**src/rtl/uart_word_packer.sv**
```systemverilog
// uart_word_packer
//   Packs the UART receive byte stream into WORD_BYTES-wide words with byte
//   strobes for the DDR AXI write path. A word is completed when its last lane
//   fills, on an explicit flush, or after FLUSH_TIMEOUT idle cycles with a
//   partial word pending. Completed words enter a small FIFO. When that FIFO is
//   full, one extra word is parked in a hold register and further bytes are
//   dropped until the word can be pushed.
//
// Ports
//   axi_clk       clock, all logic on the rising edge
//   i_rst         synchronous active-high reset
//   i_byte        received byte, qualified by i_byte_valid (no backpressure)
//   i_flush       emit the current partial word (ignored when nothing is assembled)
//   o_word        FIFO head word; stream byte k sits in bits [8k+7:8k]
//   o_strb        FIFO head byte strobes; bit k = lane k filled
//   o_word_valid  FIFO not empty
//   i_word_ready  consumer accepts the head word when o_word_valid is high
//   o_overflow    sticky flag, set when a byte is dropped; cleared only by reset
//   o_word_count  number of words pushed into the FIFO, wraps at 2^16
//   o_busy        partial word being assembled, or a word waiting in hold
module uart_word_packer #(
    parameter int WORD_BYTES    = 32,
    parameter int FIFO_DEPTH    = 2,
    parameter int FLUSH_TIMEOUT = 1024
) (
    input  logic                    axi_clk,
    input  logic                    i_rst,
    input  logic [7:0]              i_byte,
    input  logic                    i_byte_valid,
    input  logic                    i_flush,
    output logic [8*WORD_BYTES-1:0] o_word,
    output logic [WORD_BYTES-1:0]   o_strb,
    output logic                    o_word_valid,
    input  logic                    i_word_ready,
    output logic                    o_overflow,
    output logic [15:0]             o_word_count,
    output logic                    o_busy
);

    localparam int WORD_W = 8 * WORD_BYTES;
    localparam int LANE_W = $clog2(WORD_BYTES + 1);
    localparam int PTR_W  = (FIFO_DEPTH > 1) ? $clog2(FIFO_DEPTH) : 1;
    localparam int CNT_W  = $clog2(FIFO_DEPTH + 1);
    localparam int TMO_W  = (FLUSH_TIMEOUT > 1) ? $clog2(FLUSH_TIMEOUT + 1) : 1;

    localparam logic [LANE_W-1:0] LAST_LANE = LANE_W'(WORD_BYTES - 1);
    localparam logic [PTR_W-1:0]  LAST_PTR  = PTR_W'(FIFO_DEPTH - 1);
    localparam logic [CNT_W-1:0]  DEPTH_CNT = CNT_W'(FIFO_DEPTH);
    // idleCnt holds the number of idle cycles already seen, so the current
    // idle cycle is the FLUSH_TIMEOUT-th one when idleCnt reaches TIMEOUT-1.
    localparam logic [TMO_W-1:0]  TMO_LIMIT = TMO_W'((FLUSH_TIMEOUT > 0) ? FLUSH_TIMEOUT - 1 : 0);

    typedef enum logic {FILL, HOLD} state_t;

    state_t              state, stateNext;
    logic [LANE_W-1:0]   lanes;
    logic [WORD_W-1:0]   asmWord;
    logic [WORD_BYTES-1:0] asmStrb;
    logic [WORD_W-1:0]   holdWord;
    logic [WORD_BYTES-1:0] holdStrb;
    logic [TMO_W-1:0]    idleCnt;
    logic [WORD_W-1:0]   fifoWord [FIFO_DEPTH];
    logic [WORD_BYTES-1:0] fifoStrb [FIFO_DEPTH];
    logic [PTR_W-1:0]    wrPtr, rdPtr;
    logic [CNT_W-1:0]    fifoCnt;
    logic                overflow;
    logic [15:0]         wordCount;

    logic                pop, space, accept, flushEv, timeoutEv, complete;
    logic                pushFill, pushHold, toHold, push;
    logic [WORD_W-1:0]   mergedWord, pushWord;
    logic [WORD_BYTES-1:0] mergedStrb, pushStrb;

    // Completed word = assembly register with this cycle's byte merged in.
    always_comb begin
        mergedWord = asmWord;
        mergedStrb = asmStrb;
        for (int k = 0; k < WORD_BYTES; k++) begin
            if (accept && lanes == LANE_W'(k)) begin
                mergedWord[8*k +: 8] = i_byte;
                mergedStrb[k]        = 1'b1;
            end
        end
    end

    always_comb begin
        pop       = (fifoCnt != '0) && i_word_ready;
        // A same-cycle pop frees a slot, so a full FIFO can still take a push.
        space     = (fifoCnt < DEPTH_CNT) || pop;
        accept    = (state == FILL) && i_byte_valid;
        // A byte arriving with the flush counts as assembled content.
        flushEv   = i_flush && ((lanes != '0) || accept);
        timeoutEv = (FLUSH_TIMEOUT != 0) && !accept && (lanes != '0) && (idleCnt >= TMO_LIMIT);
        complete  = (state == FILL) && ((accept && lanes == LAST_LANE) || flushEv || timeoutEv);
        pushFill  = complete && space;
        toHold    = complete && !space;
        pushHold  = (state == HOLD) && space;
        push      = pushFill || pushHold;
        pushWord  = pushHold ? holdWord : mergedWord;
        pushStrb  = pushHold ? holdStrb : mergedStrb;
    end

    always_comb begin
        stateNext = state;
        if (toHold) begin
            stateNext = HOLD;
        end else if (pushHold) begin
            stateNext = FILL;
        end
    end

    always_ff @(posedge axi_clk) begin
        if (i_rst) begin
            state <= FILL;
        end else begin
            state <= stateNext;
        end
    end

    always_ff @(posedge axi_clk) begin
        if (i_rst) begin
            lanes     <= '0;
            asmWord   <= '0;
            asmStrb   <= '0;
            idleCnt   <= '0;
            wrPtr     <= '0;
            rdPtr     <= '0;
            fifoCnt   <= '0;
            overflow  <= 1'b0;
            wordCount <= '0;
        end else begin
            if (complete) begin
                lanes   <= '0;
                asmWord <= '0;
                asmStrb <= '0;
            end else if (accept) begin
                lanes   <= lanes + 1'b1;
                asmWord <= mergedWord;
                asmStrb <= mergedStrb;
            end

            if (accept || push || state == HOLD) begin
                idleCnt <= '0;
            end else if (lanes != '0 && idleCnt != '1) begin
                idleCnt <= idleCnt + 1'b1;
            end

            if (state == HOLD && i_byte_valid) begin
                overflow <= 1'b1;
            end

            if (push) begin
                wrPtr     <= (wrPtr == LAST_PTR) ? '0 : wrPtr + 1'b1;
                wordCount <= wordCount + 1'b1;
            end
            if (pop) begin
                rdPtr <= (rdPtr == LAST_PTR) ? '0 : rdPtr + 1'b1;
            end
            case ({push, pop})
                2'b10:   fifoCnt <= fifoCnt + 1'b1;
                2'b01:   fifoCnt <= fifoCnt - 1'b1;
                default: fifoCnt <= fifoCnt;
            endcase
        end
    end

    // Word storage carries no reset; occupancy is tracked by fifoCnt and state.
    always_ff @(posedge axi_clk) begin
        if (toHold) begin
            holdWord <= mergedWord;
            holdStrb <= mergedStrb;
        end
        if (push) begin
            fifoWord[wrPtr] <= pushWord;
            fifoStrb[wrPtr] <= pushStrb;
        end
    end

    assign o_word_valid = (fifoCnt != '0);
    assign o_word       = o_word_valid ? fifoWord[rdPtr] : '0;
    assign o_strb       = o_word_valid ? fifoStrb[rdPtr] : '0;
    assign o_overflow   = overflow;
    assign o_word_count = wordCount;
    assign o_busy       = (asmStrb != '0) || (state == HOLD);

endmodule

```
**config.mk**
```make
export PLATFORM = sky130hd
export DESIGN_NAME = uart_word_packer
export DESIGN_NICKNAME = d
export VERILOG_FILES = /design/src/rtl/uart_word_packer.sv
export SDC_FILE = /design/constraint.sdc
export NUM_CORES = 2
export LEC_CHECK = 0
export CORE_MARGIN = 2
export CORE_UTILIZATION = 55
export CTS_CLUSTER_SIZE = 10
export DETAILED_ROUTE_END_ITERATION = 16
export PLACE_DENSITY_LB_ADDON = 0.25
export SYNTH_ARGS = -nofsm -noshare
export SYNTH_HDL_FRONTEND = slang
export SYNTH_SLANG_ARGS = --single-unit
```
**constraint.sdc**
```tcl
create_clock -name axi_clk -period 51.9 [get_ports axi_clk]
set_input_delay 15.57 -clock axi_clk [delete_from_list [all_inputs] [get_ports axi_clk]]
set_output_delay 15.57 -clock axi_clk [all_outputs]
set_load 0.01 [all_outputs]
```
==> impl_metrics.prom <==
# TYPE chip_impl_metric gauge
chip_impl_metric{name="fin_crit_sh",unit=""} 0.384
chip_impl_info{name="critical-path-slowest-cell",value="buf_4"} 1
chip_impl_metric{name="max_cap_viol",unit=""} 0
chip_impl_metric{name="core_area",unit="µm²"} 83600
chip_impl_metric{name="critPathArrivalTime",unit="ns"} 4.35
chip_impl_metric{name="critical_path_cell_count",unit=""} 5
chip_impl_metric{name="cellLeakagePower",unit="nW"} 23.2
chip_impl_metric{name="final_net_count",unit=""} 3978
chip_impl_metric{name="fin_tns_setup",unit="ns"} 0
chip_impl_metric{name="cts.clk_slew.worst_paths",unit="ns"} 0.06
chip_impl_metric{name="syn_inst",unit=""} 3677
chip_impl_metric{name="power_per_cell_area",unit="nW/µm²"} 37.6
chip_impl_metric{name="placedInstanceArea",unit="µm²"} 50400
chip_impl_info{name="path_cells",value="buf_12, buf_4, mux2i_1, nor2_1, clkdlybuf4s50_1"} 1
chip_impl_info{name="dominantRegCellSynth",value="edfxtp_1"} 1
chip_impl_metric{name="globalRoute.totalOverflow",unit=""} 0
chip_impl_metric{name="whs_path_depth",unit=""} 2
chip_impl_info{name="synth_area_leaders",value="edfxtp_1, dfxtp_1, mux2i_1, nor2_1, a21oi_1"} 1
chip_impl_metric{name="synth_async_sr_flop_share",unit=""} 0
chip_impl_metric{name="cts-hold-fix-buffers",unit=""} 0
chip_impl_metric{name="path_max_fanout",unit=""} 121
chip_impl_metric{name="critical_path_required",unit="ns"} 36.33
chip_impl_metric{name="r2r_cells",unit=""} 7
chip_impl_metric{name="drt-total-wl",unit="mm"} 104
chip_impl_metric{name="max_slew.worst_pin.slew",unit="ns"} 1.16
chip_impl_metric{name="drt-initial-drc-count",unit=""} 1987
chip_impl_info{name="critPathCaptureType",value="primary output"} 1
chip_impl_metric{name="hold_viol_final",unit=""} 0
chip_impl_metric{name="mappedNetlistNets",unit=""} 3696
chip_impl_metric{name="yosysTopAreaCellShare",unit=""} 0.559
chip_impl_metric{name="clock_tree.htree_level_count",unit=""} 4
chip_impl_metric{name="grt_first_pass_wirelength",unit="mm"} 156
chip_impl_metric{name="ys_ff_latch",unit=""} 1192
chip_impl_metric{name="io-pin-count",unit=""} 320
chip_impl_metric{name="cts.repair.resized",unit=""} 0
chip_impl_metric{name="post-dp-hpwl",unit="mm"} 58.8
chip_impl_metric{name="post-route-min-period",unit="ns"} 19.92
chip_impl_info{name="clock_tree.root_cell",value="clkbuf_16"} 1
chip_impl_metric{name="dieHeight",unit="µm"} 295
chip_impl_metric{name="ys_seq_area_frac",unit=""} 0.700
chip_impl_metric{name="number_of_global_route_vias_before_repair",unit=""} 27013
chip_impl_metric{name="max_slew_margin",unit=""} 0.230
chip_impl_metric{name="dieArea",unit="µm²"} 86700
chip_impl_metric{name="drtPass1Iterations",unit=""} 6
chip_impl_metric{name="drt.antenna.violating_nets",unit=""} 0
chip_impl_metric{name="skew",unit="ns"} 0.0257
chip_impl_metric{name="fmax",unit="GHz"} 0.0502
chip_impl_metric{name="placement.io_buffers",unit=""} 319
chip_impl_metric{name="wl_per_cell",unit="µm"} 20.2
chip_impl_metric{name="critPathMaxStageDelay",unit="ns"} 0.90
chip_impl_metric{name="area_delta_synth_final",unit="%"} 17.3
chip_impl_info{name="outcome",value="finished, final reports clean"} 1
chip_impl_info{name="cp_startpoint_kind",value="flip-flop"} 1
chip_impl_metric{name="post-route-cell-area",unit="µm²"} 54500
chip_impl_metric{name="buffers_and_inverters_on_the_worst_path",unit=""} 3
chip_impl_metric{name="synth_warnings",unit=""} 0
chip_impl_info{name="netlist.top_cell.by_area",value="edfxtp_1"} 1
chip_impl_info{name="hold_path_class",value="flip-flop to flip-flop"} 1
chip_impl_metric{name="synth_edf_count",unit=""} 864
chip_impl_metric{name="maximum_number_of_pins_on_one_net_before_global_route_repair",unit=""} 199
chip_impl_metric{name="floorplan.initialDensity",unit=""} 0.556
chip_impl_metric{name="netlist-cell-type-count",unit=""} 54
chip_impl_metric{name="cts_buffers",unit=""} 137
chip_impl_metric{name="vdd_ir_drop_max",unit="mV"} 0.0235
chip_impl_metric{name="ctsLongestPathBuffers",unit=""} 3
chip_impl_metric{name="number_of_buffers_added_for_setup_after_cts",unit=""} 0
chip_impl_metric{name="max_transition_viols_final",unit=""} 0
chip_impl_metric{name="setup_viol",unit=""} 0
chip_impl_info{name="rsz0062_at_grt",value="false"} 1
chip_impl_metric{name="syn_area_per_cell",unit="µm²"} 12.6
chip_impl_metric{name="globalRouteTotalUtil",unit=""} 0.238
chip_impl_metric{name="final_layout_size_suffix_gt1_frac",unit=""} 0.0624
chip_impl_metric{name="post_drt_via_cell_ratio",unit=""} 5.39
chip_impl_info{name="ys_top_cells_by_count",value="nor2_1, edfxtp_1, mux2i_1, a21oi_1, dfxtp_1"} 1
chip_impl_metric{name="cts_sinks",unit=""} 1192
chip_impl_metric{name="num_rows",unit=""} 106
chip_impl_metric{name="drc_violation_count_after_routing",unit=""} 0
chip_impl_metric{name="dr_total_vias",unit=""} 27780
chip_impl_info{name="timing_worst_setup_path_type",value="flip-flop to primary output"} 1
chip_impl_info{name="yosys.cell_count.top_type",value="nor2_1"} 1
chip_impl_metric{name="routability_congestion_estimate_from_global_placement",unit=""} 0.791
chip_impl_info{name="cpLargestDelayFamily",value="buffers and inverters"} 1
chip_impl_metric{name="die_width",unit="µm"} 295
chip_impl_metric{name="insertion_delay",unit="ns"} 0.72
chip_impl_info{name="tritoncts",value="built"} 1
chip_impl_metric{name="diodes",unit=""} 0
chip_impl_metric{name="grt_antenna_before_repair",unit=""} 0
chip_impl_metric{name="synthesis.area",unit="µm²"} 46400
## tightest hold or removal path: stages, from the launching register on
cell and delay [ns]:
dfxtp_1 0.33, a21oi_1 0.04, nor2_1 0.07
## cells in the final DEF (no fill, tap or decap), types with 8 or more instances in the layout
| master | count |
|---|---|
| buf_4 | 38 |
| nand3_1 | 18 |
| buf_2 | 8 |
| edfxtp_1 | 864 |
| dfxtp_1 | 327 |
| or4_1 | 8 |
| nor2_1 | 888 |
| xor2_1 | 10 |
| a21oi_1 | 334 |
| clkbuf_1 | 96 |
| mux2i_1 | 541 |
| inv_1 | 296 |
| inv_6 | 8 |
| nor4_1 | 12 |
| nand2_1 | 16 |
| nand2_2 | 24 |
| a31oi_1 | 9 |
| nand4_1 | 10 |
| clkbuf_16 | 138 |
| clkdlybuf4s50_1 | 311 |
## worst paths after layout
path                            startpoint        endpoint  slack (ns)
worst min register to register  o_overflow      o_overflow        0.47
worst max register to register    lanes[2]  fifoStrb[0][9]       46.96
worst max-delay path             flip-flop       o_strb[1]       31.98
worst min-delay path            o_overflow      o_overflow        0.47
## layer usage
layer  vias to the layer above  routed length (µm)  GRT usage
met5                         -                   0          0
met2                       766               50600      0.398
li1                      13251                   -          -
met4                         0                2570     0.0818
met3                       147                5730     0.0376
met1                     13616               44900      0.318
## report_power, final
part	total [mW]	switching [mW]	internal [mW]
Clock	0.868	0.364	0.504
Combinational	0.133	0.0841	0.0492
Sequential	1.05	0.00669	1.04
## layout make-up
cell class	instances	area, µm²
sequential	1192	32500
fill	6236	29100
multi-input combinational	1971	11900
clock buffer	236	3840
timing repair buffer	360	3500
tap	1080	1350
inverter	297	1120
clock inverter	15	203
## logic make-up (layout without fill, tap and decap cells)
| kind of cell | after synthesis | after routing | share of synthesized area |
|---|---|---|---|
| xor+xnor | 12 | 12 | 0.00226 |
| compound gates | 378 | 378 | 0.0434 |
| simple gates | 1028 | 1028 | 0.0907 |
| flops | 1192 | 1192 | 0.700 |
| mux | 547 | 547 | 0.118 |
| buf+inv | 514 | 908 | 0.0433 |
| fa+ha+maj | 6 | 6 | 0.00162 |
## sequential cells by signal (all words and copies together), names as in the netlist, named ones only
| register | count |
|---|---|
| fifoWord | 512 |
| asmWord | 256 |
| holdWord | 256 |
| fifoStrb | 64 |
| asmStrb | 32 |
| holdStrb | 32 |
| o_word_count | 16 |
| idleCnt | 11 |
| lanes | 6 |
| fifoCnt | 2 |
| o_overflow | 1 |
| rdPtr | 1 |
| state | 1 |
| wrPtr | 1 |
## metrics by stage
stage | std cells | total power, mW | util | setup WS (ns) | hold WS (ns)
after floorplan | 3677 | 1.15 | - | 15.06 | 0.458
after global placement | 4900 | 1.20 | 0.604 | 31.41 | 0.457
after detailed placement | 4900 | 1.20 | 0.604 | 31.35 | 0.459
after CTS | 5151 | 2.07 | 0.652 | 31.91 | 0.475
after global routing | 5151 | 2.11 | 0.652 | 31.76 | 0.498
final | 5151 | 2.05 | 0.652 | 31.98 | 0.470
(Power assumes the default switching activity.)
